$ cat src/rtl/ldtu_fc_sequencer.sv
`default_nettype none
// ============================================================================
// Module   : ldtu_fc_sequencer
// Brief    : LDTU fast-command sequencer (flush, synch, BC0, ADC calibration).
// Revision : 1.0 - initial release
// ============================================================================
module ldtu_fc_sequencer #(
  parameter int FLUSH_LEN = 4,
  parameter int CAL_TMO   = 255
) (
  input  logic        clk,
  input  logic        rst,
  input  logic        cmd_valid,
  input  logic [2:0]  cmd_code,
  input  logic [31:0] synch_word,
  input  logic        calib_done,
  output logic        flush_b,
  output logic        synch,
  output logic [31:0] synch_pattern,
  output logic        Orbit,
  output logic        calib_start,
  output logic        calib_busy,
  output logic [7:0]  cmd_err_cnt,
  output logic [1:0]  state
);

  typedef enum logic [1:0] {
    ST_IDLE  = 2'b00,
    ST_FLUSH = 2'b01,
    ST_SYNCH = 2'b10,
    ST_CALIB = 2'b11
  } state_t;

  localparam logic [2:0] c_cmd_nop   = 3'b000;
  localparam logic [2:0] c_cmd_flush = 3'b001;
  localparam logic [2:0] c_cmd_start = 3'b010;
  localparam logic [2:0] c_cmd_stop  = 3'b011;
  localparam logic [2:0] c_cmd_bc0   = 3'b100;
  localparam logic [2:0] c_cmd_calib = 3'b101;

  localparam logic [7:0] c_flush_load = 8'(FLUSH_LEN);
  localparam logic [7:0] c_cal_load   = 8'(CAL_TMO);

  state_t     r_state;
  logic [7:0] r_flush_cnt;
  logic [7:0] r_cal_tmr;

  logic       w_do_flush;
  logic       w_do_start;
  logic       w_do_stop;
  logic       w_do_calib;
  logic       w_bc0;
  logic       w_reject;
  logic       w_cal_done;
  logic       w_cal_tmo;
  logic [8:0] w_err_sum;
  logic [7:0] w_err_next;

  assign state = r_state;

  always_comb begin
    w_do_flush = 1'b0;
    w_do_start = 1'b0;
    w_do_stop  = 1'b0;
    w_do_calib = 1'b0;
    w_bc0      = 1'b0;
    w_reject   = 1'b0;
    if (cmd_valid) begin
      case (cmd_code)
        c_cmd_nop: begin
        end
        c_cmd_flush: begin
          if (r_state == ST_IDLE || r_state == ST_SYNCH) w_do_flush = 1'b1;
          else                                             w_reject   = 1'b1;
        end
        c_cmd_start: begin
          if (r_state == ST_IDLE) w_do_start = 1'b1;
          else                    w_reject   = 1'b1;
        end
        c_cmd_stop: begin
          if (r_state == ST_SYNCH) w_do_stop = 1'b1;
          else                     w_reject  = 1'b1;
        end
        c_cmd_bc0: w_bc0 = 1'b1;
        c_cmd_calib: begin
          if (r_state == ST_IDLE) w_do_calib = 1'b1;
          else                    w_reject   = 1'b1;
        end
        default: w_reject = 1'b1;
      endcase
    end
  end

  // calib_done is ignored while calib_start is still high (first CALIB cycle)
  assign w_cal_done = (r_state == ST_CALIB) && !calib_start && calib_done;
  assign w_cal_tmo  = (r_state == ST_CALIB) && !w_cal_done && (r_cal_tmr == 8'd1);

  assign w_err_sum  = {1'b0, cmd_err_cnt} + 9'(w_reject) + 9'(w_cal_tmo);
  assign w_err_next = w_err_sum[8] ? 8'hFF : w_err_sum[7:0];

  always_ff @(posedge clk or posedge rst) begin
    if (rst) begin
      r_state       <= ST_IDLE;
      r_flush_cnt   <= 8'd0;
      r_cal_tmr     <= 8'd0;
      flush_b       <= 1'b1;
      synch         <= 1'b0;
      synch_pattern <= 32'd0;
      Orbit         <= 1'b0;
      calib_start   <= 1'b0;
      calib_busy    <= 1'b0;
      cmd_err_cnt   <= 8'd0;
    end else begin
      Orbit       <= w_bc0;
      calib_start <= 1'b0;
      cmd_err_cnt <= w_err_next;
      case (r_state)
        ST_IDLE: begin
          if (w_do_flush) begin
            r_state     <= ST_FLUSH;
            flush_b     <= 1'b0;
            r_flush_cnt <= c_flush_load;
          end else if (w_do_start) begin
            r_state       <= ST_SYNCH;
            synch         <= 1'b1;
            synch_pattern <= synch_word;
          end else if (w_do_calib) begin
            r_state     <= ST_CALIB;
            calib_start <= 1'b1;
            calib_busy  <= 1'b1;
            r_cal_tmr   <= c_cal_load;
          end
        end
        ST_FLUSH: begin
          if (r_flush_cnt == 8'd1) begin
            r_state     <= ST_IDLE;
            flush_b     <= 1'b1;
            r_flush_cnt <= 8'd0;
          end else begin
            r_flush_cnt <= r_flush_cnt - 8'd1;
          end
        end
        ST_SYNCH: begin
          if (w_do_flush) begin
            r_state     <= ST_FLUSH;
            synch       <= 1'b0;
            flush_b     <= 1'b0;
            r_flush_cnt <= c_flush_load;
          end else if (w_do_stop) begin
            r_state <= ST_IDLE;
            synch   <= 1'b0;
          end
        end
        ST_CALIB: begin
          if (w_cal_done || w_cal_tmo) begin
            r_state    <= ST_IDLE;
            calib_busy <= 1'b0;
            r_cal_tmr  <= 8'd0;
          end else begin
            r_cal_tmr <= r_cal_tmr - 8'd1;
          end
        end
        default: r_state <= ST_IDLE;
      endcase
    end
  end

endmodule
`default_nettype wire

$ cat config.mk
export PLATFORM = sky130hd
export DESIGN_NAME = ldtu_fc_sequencer
export DESIGN_NICKNAME = d
export VERILOG_FILES = /design/src/rtl/ldtu_fc_sequencer.sv
export SDC_FILE = /design/constraint.sdc
export NUM_CORES = 1
export LEC_CHECK = 0
export CORE_UTILIZATION = 45
export DETAILED_ROUTE_END_ITERATION = 6
export GPL_TIMING_DRIVEN = 0
export PLACE_DENSITY = 0.85
export SYNTH_ARGS = -nofsm -noshare
export SYNTH_HDL_FRONTEND = slang
export SYNTH_SLANG_ARGS = --single-unit
$ cat constraint.sdc
create_clock -name clk -period 4.9 [get_ports clk]
set_input_delay 0.735 -clock clk [delete_from_list [all_inputs] [get_ports clk]]
set_output_delay 0.735 -clock clk [all_outputs]
set_load 0.05 [all_outputs]
==> impl_metrics.csv, run 1 <==
group,metric,value,unit
status,status,"completed",
cts,cts_buffer_depth,2,
placed_design,hpwlAfterDp,4600,um
final_layout,post-route-util,66.9,%
final_layout,syn2layout_area_growth,39.4,%
cts,clk_latency,0.33,ns
sta,slew_headroom,61.3,%
sta,rsz0062_at_grt,"no",
synth,synth_nets,292,
hold_path,hold_path_class,"reg -> reg",
sta,hold_ws,0.500,ns
cts,postCtsSetupBuffers,0,
placed_design,dpl_cell_area,3860,um^2
final_layout,finalNetCount,388,
routing,dr.pass1.iters,4,
synth,synth_edf_count,0,
sta,fin_crit,2.99,ns
global_routing,grt_busiest_layer,"met2",
power,p_leak,1.76,nW
setup_path,crit_chain,"clkdlybuf4s50_1 > o21ai_0 > o21ai_0 > o221ai_1 > fa_1 > inv_1 > ha_1 > and3_1 > and3_1 > nand3_1 > nand2b_1",
placed_design,place.gp.congestion,0.809,
routing,antenna_left,0,
cts,clk_transition_reported_paths,0.07,ns
flow_run,maxCapViolCount,0,
setup_path,worstPathArrival,3.25,ns
setup_path,slowest_delay,0.60,ns
global_routing,grt_pass1_wl,10400,um
synth,synth_top_cell_by_area,"dfrtp_1",
routing,drc_errors,0,
sta,maxSlewViolCount,0,
setup_path,rr_worst_depth,10,
cts,cts-root-buf,"clkbuf_8",
setup_path,critPathSlowestCell,"clkdlybuf4s50_1",
sta,worstMarginPinSlew,0.575,ns
routing,via_per_inst,5.42,
synth,synth_area,2910,um^2
cts,cts_buffers,9,
setup_path,cp_top_family,"simple AND/OR/NAND/NOR gates",
routing,vias,2293,
global_routing,grt.total_usage,21.0,%
final_layout,layout.cells.most_common,"clkdlybuf4s50_1",
setup_path,cp-startpoint,"cmd_code[0]",
synth,syn_area_per_cell,11.8,um^2
floorplan,io_pins,86,
synth,yosysTopAreaCellShare,53.3,%
setup_path,rr_startpoint,"r_cal_tmr[4]$_DFFE_PP0P_",
sta,fmax,335,MHz
synth,async_flop_share,100,%
cts,cts_tree,"built",
synth,synth-seq-area-share,54.2,%
synth,ys.flop_type,"dfrtp_1",
setup_path,cp_num_cells,11,
floorplan,die_w,82.4,um
final_layout,final_cell_mix,"84 x clkdlybuf4s50_1, 62 x dfrtp_1, 33 x mux2_2",
power,power_density,731,nW/um^2
global_routing,antenna_found_initial,0,
global_routing,use_met1,26.5,%
floorplan,initial_core_util,48.0,%
synth,ys_types,48,
sta,setup-tns-final,0,ns
setup_path,cp-end-kind,"flip-flop",
setup_path,cp_max_fo,8,
sta,fin_crit_sh,61.0,%
sta,setup_viol,0,
global_routing,use_met3,7.14,%
global_routing,use_met2,32.8,%
global_routing,grt_remaining_overflow,0,
global_routing,grt_pass1_vias,2245,
synth,syn_inst,247,
setup_path,required,5.16,ns
placed_design,portBuffers,84,
setup_path,critical_path_class,"in -> reg",
final_layout,final_design_area_no_fill,4050,um^2
power,ir_worst_vdd,522,uV
synth,synth_warnings,0,
cts,ctsResizeCount,0,
routing,wl_per_cell,15.2,um
hold_path,whs_path_depth,1,
floorplan,coreArea,6060,um^2
routing,drt_iter0_drc,150,
sta,hold_violations,0,
synth,synth.area.top_cells,"dfrtp_1 53%, mux2_2 13%, nor2_1 2.6%, ha_1 2.2%, a21oi_1 1.9%",
floorplan,rows,28,
setup_path,cp-start-kind,"input port",
hold_path,hold_start,"calib_busy$_DFFE_PP0P_",
final_layout,antenna_cells,0,
final_layout,drive_above_1_share,17.8,%
synth,synth_seq_cells,63,
cts,ctsHoldBuffers,0,
cts,clock-sinks,63,
routing,drt-total-wl,6410,um
setup_path,crit_buf_inv,2,
floorplan,die_h,82.4,um
floorplan,dieArea,6790,um^2
global_routing,grt_start_max_net_pins,39,
cts,h-tree-depth,3,
sta,fin_skew,0.00681,ns
-- cell usage after synthesis, types with 2 or more instances --
cell and n:
o21a_1 3, nor4bb_1 2, o21ai_0 8, or4_1 2, a22o_1 2, mux2_2 33
nand3_1 5, and3_1 4, nor4_1 4, buf_2 6, a22oi_1 2, nor3b_1 2
nand3b_1 2, o22a_1 5, o31ai_1 3, xnor2_1 3, a31oi_1 2, dfrtp_1 62
ha_1 5, nor3_1 4, inv_1 13, nand2b_1 7, xor2_1 3, nor2b_1 2
nor2_1 20, a21oi_1 11, nand2_1 11
-- sequential cells by signal (all words and copies together) (netlist names) --
register       cells
calib_start        1
synch              1
state              2
r_cal_tmr          8
cmd_err_cnt        8
r_flush_cnt        8
flush_b            1
Orbit              1
calib_busy         1
synch_pattern     32
-- cell type report --
cell class / instances / area, um^2
inverters: 13 / 48.8
flip-flops and latches: 63 / 1580
fillers: 449 / 2010
plain buffers: 8 / 45.0
clock inverters: 4 / 45.0
well taps: 75 / 93.8
clock buffers: 12 / 145
multi-input cells: 163 / 1240
repair buffers: 85 / 861
-- power breakdown --
part           switching (mW)  internal, mW  leakage (nW)
Combinational           0.991         0.592         0.893
Clock                   0.194         0.247         0.100
Sequential              0.179         0.761         0.769
Total                    1.36          1.60          1.76
-- stage by stage --
stage	setup WS, ns	power [mW]	cells
final	1.91	2.96	423
after global routing	1.76	3.13	423
after CTS	1.93	2.98	423
after detailed placement	1.59	2.53	407
after global placement	1.53	2.49	406
after floorplan	2.21	2.00	247
-- metal layers --
| layer | part of all wire [%] | wire length [um] |
|---|---|---|
| met1 | 43 | 2760 |
| met2 | 49 | 3130 |
| met5 | 0 | 0 |
| met3 | 7.2 | 459 |
| met4 | 0.95 | 61 |
-- final timing paths --
kind	endpoint	slack, ns
min	calib_busy$_DFFE_PP0P_	0.50
min in group asynchronous	cmd_err_cnt[7]$_DFF_PP0_	0.78
max	cmd_err_cnt[1]$_DFF_PP0_	1.91
max reg2reg	cmd_err_cnt[1]$_DFF_PP0_	1.95
min reg2reg	calib_busy$_DFFE_PP0P_	0.50
max in group asynchronous	flush_b$_DFFE_PP1P_	3.46
-- cells by family after synthesis --
group,after synthesis,share of synthesized area [%]
buffers and inverters,21,3.23
multiplexers,33,12.8
XOR/XNOR,6,1.81
adder cells (fa/ha/maj),6,2.84
AND/OR/NAND/NOR,73,13.9
AO/OA/AOI/OAI,45,11.2
flip-flops,63,54.2
Power figures use the tool's default switching activity.
==> inputs of run 2 (changes only) <==
- clock period: 4.9 -> 3.1 ns (I/O delays scaled with it)
==> impl_metrics.csv, run 2 (synthesis gave the netlist of run 1 again) <==
group,metric,value,unit
status,status,"completed",
global_routing,grt_pass1_vias,2245,
final_layout,finalNetCount,388,
cts,cts_tree,"built",
cts,cts_buffers,9,
final_layout,layout.cells.most_common,"clkdlybuf4s50_1",
sta,fin_skew,0.00648,ns
cts,clock-sinks,63,
placed_design,place.gp.congestion,0.809,
final_layout,antenna_cells,0,
power,ir_worst_vdd,825,uV
cts,ctsHoldBuffers,0,
cts,clk_latency,0.33,ns
routing,antenna_left,0,
floorplan,io_pins,86,
sta,fin_crit,2.89,ns
sta,worstMarginPinSlew,0.574,ns
cts,cts_buffer_depth,2,
setup_path,cp-start-kind,"flip-flop",
sta,fmax,346,MHz
routing,drt-total-wl,6400,um
routing,drc_errors,0,
routing,dr.pass1.iters,4,
flow_run,maxCapViolCount,0,
sta,slew_headroom,61.4,%
floorplan,initial_core_util,48.0,%
setup_path,slowest_delay,0.60,ns
placed_design,hpwlAfterDp,4600,um
cts,h-tree-depth,3,
floorplan,die_h,82.4,um
routing,vias,2270,
placed_design,pre_cts_ws,0.0587,ns
power,power_density,1150,nW/um^2
floorplan,rows,28,
setup_path,crit_buf_inv,1,
setup_path,crit_chain,"or4_4 > nor4_1 > nand3_1 > fa_1 > inv_1 > ha_1 > and3_1 > and3_1 > nor2b_1 > a21oi_1",
setup_path,required,3.31,ns
setup_path,path_common_cell,"and3_1",
floorplan,coreArea,6060,um^2
sta,maxSlewViolCount,0,
floorplan,dieArea,6790,um^2
global_routing,grt.total_usage,21.0,%
global_routing,grt_pass1_wl,10400,um
routing,via_per_inst,5.37,
power,p_leak,1.76,nW
hold_path,hold_path_class,"in -> reg",
setup_path,cp_top_family,"simple AND/OR/NAND/NOR gates",
final_layout,largest-register,"synch_pattern",
cts,clk_transition_reported_paths,0.07,ns
final_layout,syn2layout_area_growth,39.5,%
floorplan,die_w,82.4,um
setup_path,cp_max_fo,5,
sta,rsz0062_at_grt,"no",
final_layout,drive_above_1_share,18.1,%
global_routing,antenna_found_initial,0,
placed_design,portBuffers,84,
setup_path,worstPathArrival,3.10,ns
sta,hold_violations,0,
routing,drt_iter0_drc,161,
sta,setup_viol,0,
final_layout,largest_register_ffs,32,
setup_path,critical_path_class,"reg -> reg",
global_routing,grt_start_max_net_pins,39,
setup_path,critPathSlowestCell,"or4_4",
routing,wl_per_cell,15.1,um
sta,fin_crit_sh,93.1,%
sta,setup_slack,0.213,ns
cts,cts-root-buf,"clkbuf_8",
final_layout,final_cell_mix,"84 x clkdlybuf4s50_1, 62 x dfrtp_1, 33 x mux2_2",
global_routing,grt_remaining_overflow,0,
setup_path,cp-end-kind,"flip-flop",
sta,setup-tns-final,0,ns
[run 2: cell counts in the layout (fill, tap and decap cells not counted)]
Identical to the previous run, type by type.
[run 2: power by group]
part | leakage [nW] | switching [mW] | internal (mW)
Sequential | 0.769 | 0.282 | 1.20
Combinational | 0.893 | 1.57 | 0.936
Clock | 0.100 | 0.308 | 0.390
[run 2: worst reg2reg max path: stages (launching register included)]
cell	delay [ns]
dfrtp_1	0.43
or4_4	0.60
nor4_1	0.21
nand3_1	0.18
fa_1	0.44
inv_1	0.07
ha_1	0.20
and3_1	0.20
and3_1	0.22
nor2b_1	0.15
a21oi_1	0.08
[run 2: worst paths after layout]
check                                         start                             to  slack [ns]  cells past startpoint
max reg2reg                r_cal_tmr[4]$_DFFE_PP0P_       cmd_err_cnt[6]$_DFF_PP0_        0.21                     10
min                                     cmd_code[1]                Orbit$_DFF_PP0_        0.43                      2
min in group asynchronous                       rst  synch_pattern[28]$_DFFE_PP0P_        0.51                      2
max                        r_cal_tmr[4]$_DFFE_PP0P_       cmd_err_cnt[6]$_DFF_PP0_        0.21                     10
max in group asynchronous                       rst            flush_b$_DFFE_PP1P_        1.93                      3
min reg2reg                  calib_busy$_DFFE_PP0P_         calib_busy$_DFFE_PP0P_        0.50                      1
[run 2: stage by stage]
step	util, %	cells	area [um^2]	power, mW	hold slack (ns)
after detailed placement	63.7	407	3860	4.00	0.490
after global placement	63.4	406	3840	3.93	0.460
after floorplan	-	247	2910	3.16	0.483
final	67.0	423	4060	4.68	0.431
after global routing	67.0	423	4060	4.94	0.428
after CTS	66.9	423	4050	4.71	0.417
[run 2: layer usage]
| metal | GRT usage [%] | wire [um] | vias to the layer above |
|---|---|---|---|
| li1 | - | - | 1072 |
| met1 | 26.5 | 2740 | 1119 |
| met2 | 32.8 | 3110 | 71 |
| met3 | 7.14 | 463 | 8 |
| met4 | 8.60 | 77 | 0 |
| met5 | 0 | 0 | - |
[run 2: final cells by class]
class	count	area (um^2)
clock buffer	12	145
timing repair buffer	85	861
inverter	13	48.8
sequential	63	1580
tap	75	93.8
multi-input combinational	163	1240
clock inverter	4	45.0
fill	449	2000
buffer	8	45.0
[run 2: what timing repair did]
action	CTS	global route
setup buffers	0	0
gates resized for setup	0	1
setup endpoints to repair	0	5
==> inputs of run 3 (changes only) <==
- CORE_MARGIN: unset -> 2
- TNS_END_PERCENT: unset -> 50
==> impl_metrics.csv, run 3 (synthesis gave the netlist of run 1 again) <==
group,metric,value,unit
routing,vias,2252,
global_routing,grt_remaining_overflow,0,
final_layout,largest_register_ffs,32,
setup_path,cp-end-kind,"flip-flop",
sta,worstMarginPinSlew,0.607,ns
routing,drc_errors,0,
status,status,"completed",
final_layout,syn2layout_area_growth,38.9,%
hold_path,hold_start,"cmd_code[1]",
cts,ctsHoldBuffers,0,
cts,clk_transition_reported_paths,0.07,ns
floorplan,dieArea,7120,um^2
floorplan,initial_core_util,46.1,%
cts,clk_latency,0.34,ns
final_layout,largest-register,"synch_pattern",
placed_design,dpl_cell_area,3870,um^2
routing,dr.pass1.iters,4,
sta,fin_crit,2.89,ns
setup_path,rr_startpoint,"r_cal_tmr[4]$_DFFE_PP0P_",
final_layout,final_design_area_no_fill,4040,um^2
final_layout,drive_above_1_share,18.1,%
sta,fin_skew,0.00606,ns
sta,maxSlewViolCount,0,
sta,slew_headroom,59.2,%
power,p_leak,1.76,nW
hold_path,hold_path_class,"in -> reg",
global_routing,grt_start_max_net_pins,39,
flow_run,maxCapViolCount,0,
global_routing,grt_pass1_vias,2274,
setup_path,cp_max_fo,6,
global_routing,grt.total_usage,18.7,%
routing,wl_per_cell,14.7,um
global_routing,grt_pass1_wl,10500,um
routing,drt-total-wl,6240,um
sta,fmax,346,MHz
setup_path,cp-startpoint,"r_cal_tmr[4]$_DFFE_PP0P_",
routing,drt_iter0_drc,139,
final_layout,antenna_cells,0,
sta,setup_viol,0,
floorplan,io_pins,86,
sta,setup-tns-final,0,ns
power,power_density,1140,nW/um^2
final_layout,finalNetCount,388,
power,ir_worst_vdd,806,uV
sta,fin_crit_sh,93.1,%
placed_design,portBuffers,84,
placed_design,place.gp.congestion,0.824,
floorplan,die_w,84.4,um
setup_path,critical_path_class,"reg -> reg",
final_layout,layout.cells.most_common,"clkdlybuf4s50_1",
placed_design,hpwlAfterDp,4550,um
final_layout,final_cell_mix,"84 x clkdlybuf4s50_1, 62 x dfrtp_1, 33 x mux2_2",
cts,clock-sinks,63,
floorplan,rows,29,
final_layout,regArea,1580,um^2
cts,postCtsSetupBuffers,0,
setup_path,cp-start-kind,"flip-flop",
placed_design,pre_cts_ws,0.0113,ns
floorplan,die_h,84.4,um
sta,setup_slack,0.212,ns
sta,hold_violations,0,
floorplan,coreArea,6310,um^2
final_layout,fillerInstances,467,
setup_path,worstPathArrival,3.16,ns
cts,ctsResizeCount,0,
cts,cts_buffers,9,
setup_path,required,3.37,ns
global_routing,antenna_found_initial,0,
cts,h-tree-depth,3,
cts,cts-root-buf,"clkbuf_8",
routing,antenna_left,0,
cts,cts_tree,"built",
routing,via_per_inst,5.30,
sta,rsz0062_at_grt,"no",
final_layout,multi_input_area,1240,um^2
cts,cts_buffer_depth,2,
==> run 3: changes by cell type in the layout (fill, tap and decap cells not counted), sizes merged <==
cell / before / now
clkinv: 3 / 4
bufinv: 1 / 0
==> run 3: per-layer routing <==
| metal | up-vias | wire, um | GRT usage (%) |
|---|---|---|---|
| li1 | 1071 | - | - |
| met1 | 1082 | 2620 | 23.1 |
| met2 | 86 | 2940 | 28.9 |
| met3 | 13 | 560 | 8.26 |
| met4 | 0 | 125 | 7.65 |
| met5 | - | 0 | 0 |
==> run 3: power by group <==
group	switching [mW]	internal, mW	leakage (nW)
Combinational	1.56	0.934	0.893
Sequential	0.278	1.20	0.769
Clock	0.308	0.328	0.0959
Total	2.15	2.47	1.76
==> run 3: area by class of cell <==
class	count	area share (%)
Buffer	8	1.11
Sequential cell	63	39.0
Clock inverter	4	0.495
Clock buffer	12	3.84
Multi-Input combinational cell	163	30.6
Tap cell	77	2.38
Timing Repair Buffer	85	21.3
Inverter	13	1.21
==> run 3: path summary, 6_finish.rpt <==
check | slack, ns | cells past startpoint | to
hold reg to reg | 0.48 | 1 | calib_busy$_DFFE_PP0P_
max in group asynchronous | 1.96 | 3 | flush_b$_DFFE_PP1P_
setup reg to reg | 0.21 | 10 | cmd_err_cnt[1]$_DFF_PP0_
hold / removal | 0.41 | 2 | Orbit$_DFF_PP0_
setup / recovery | 0.21 | 10 | cmd_err_cnt[1]$_DFF_PP0_
min in group asynchronous | 0.49 | 2 | cmd_err_cnt[3]$_DFF_PP0_
==> run 3: per-stage QoR <==
stage / utilization [%] / hold WS, ns / power (mW) / instances
final: 64.0 / 0.414 / 4.61 / 425
after global placement: 60.9 / 0.466 / 3.92 / 408
after floorplan: - / 0.483 / 3.16 / 247
after CTS: 64.0 / 0.401 / 4.64 / 425
after global routing: 64.0 / 0.427 / 4.87 / 425
after detailed placement: 61.2 / 0.472 / 3.99 / 409
==> run 3: critical path, cell delays in order (launching register included) <==
cell,delay [ns]
dfrtp_1,0.42
or4_4,0.59
nor4_1,0.18
nand3_1,0.17
fa_1,0.44
inv_1,0.07
ha_1,0.19
and3_1,0.20
and3_1,0.21
nand3_1,0.21
nand2b_1,0.14
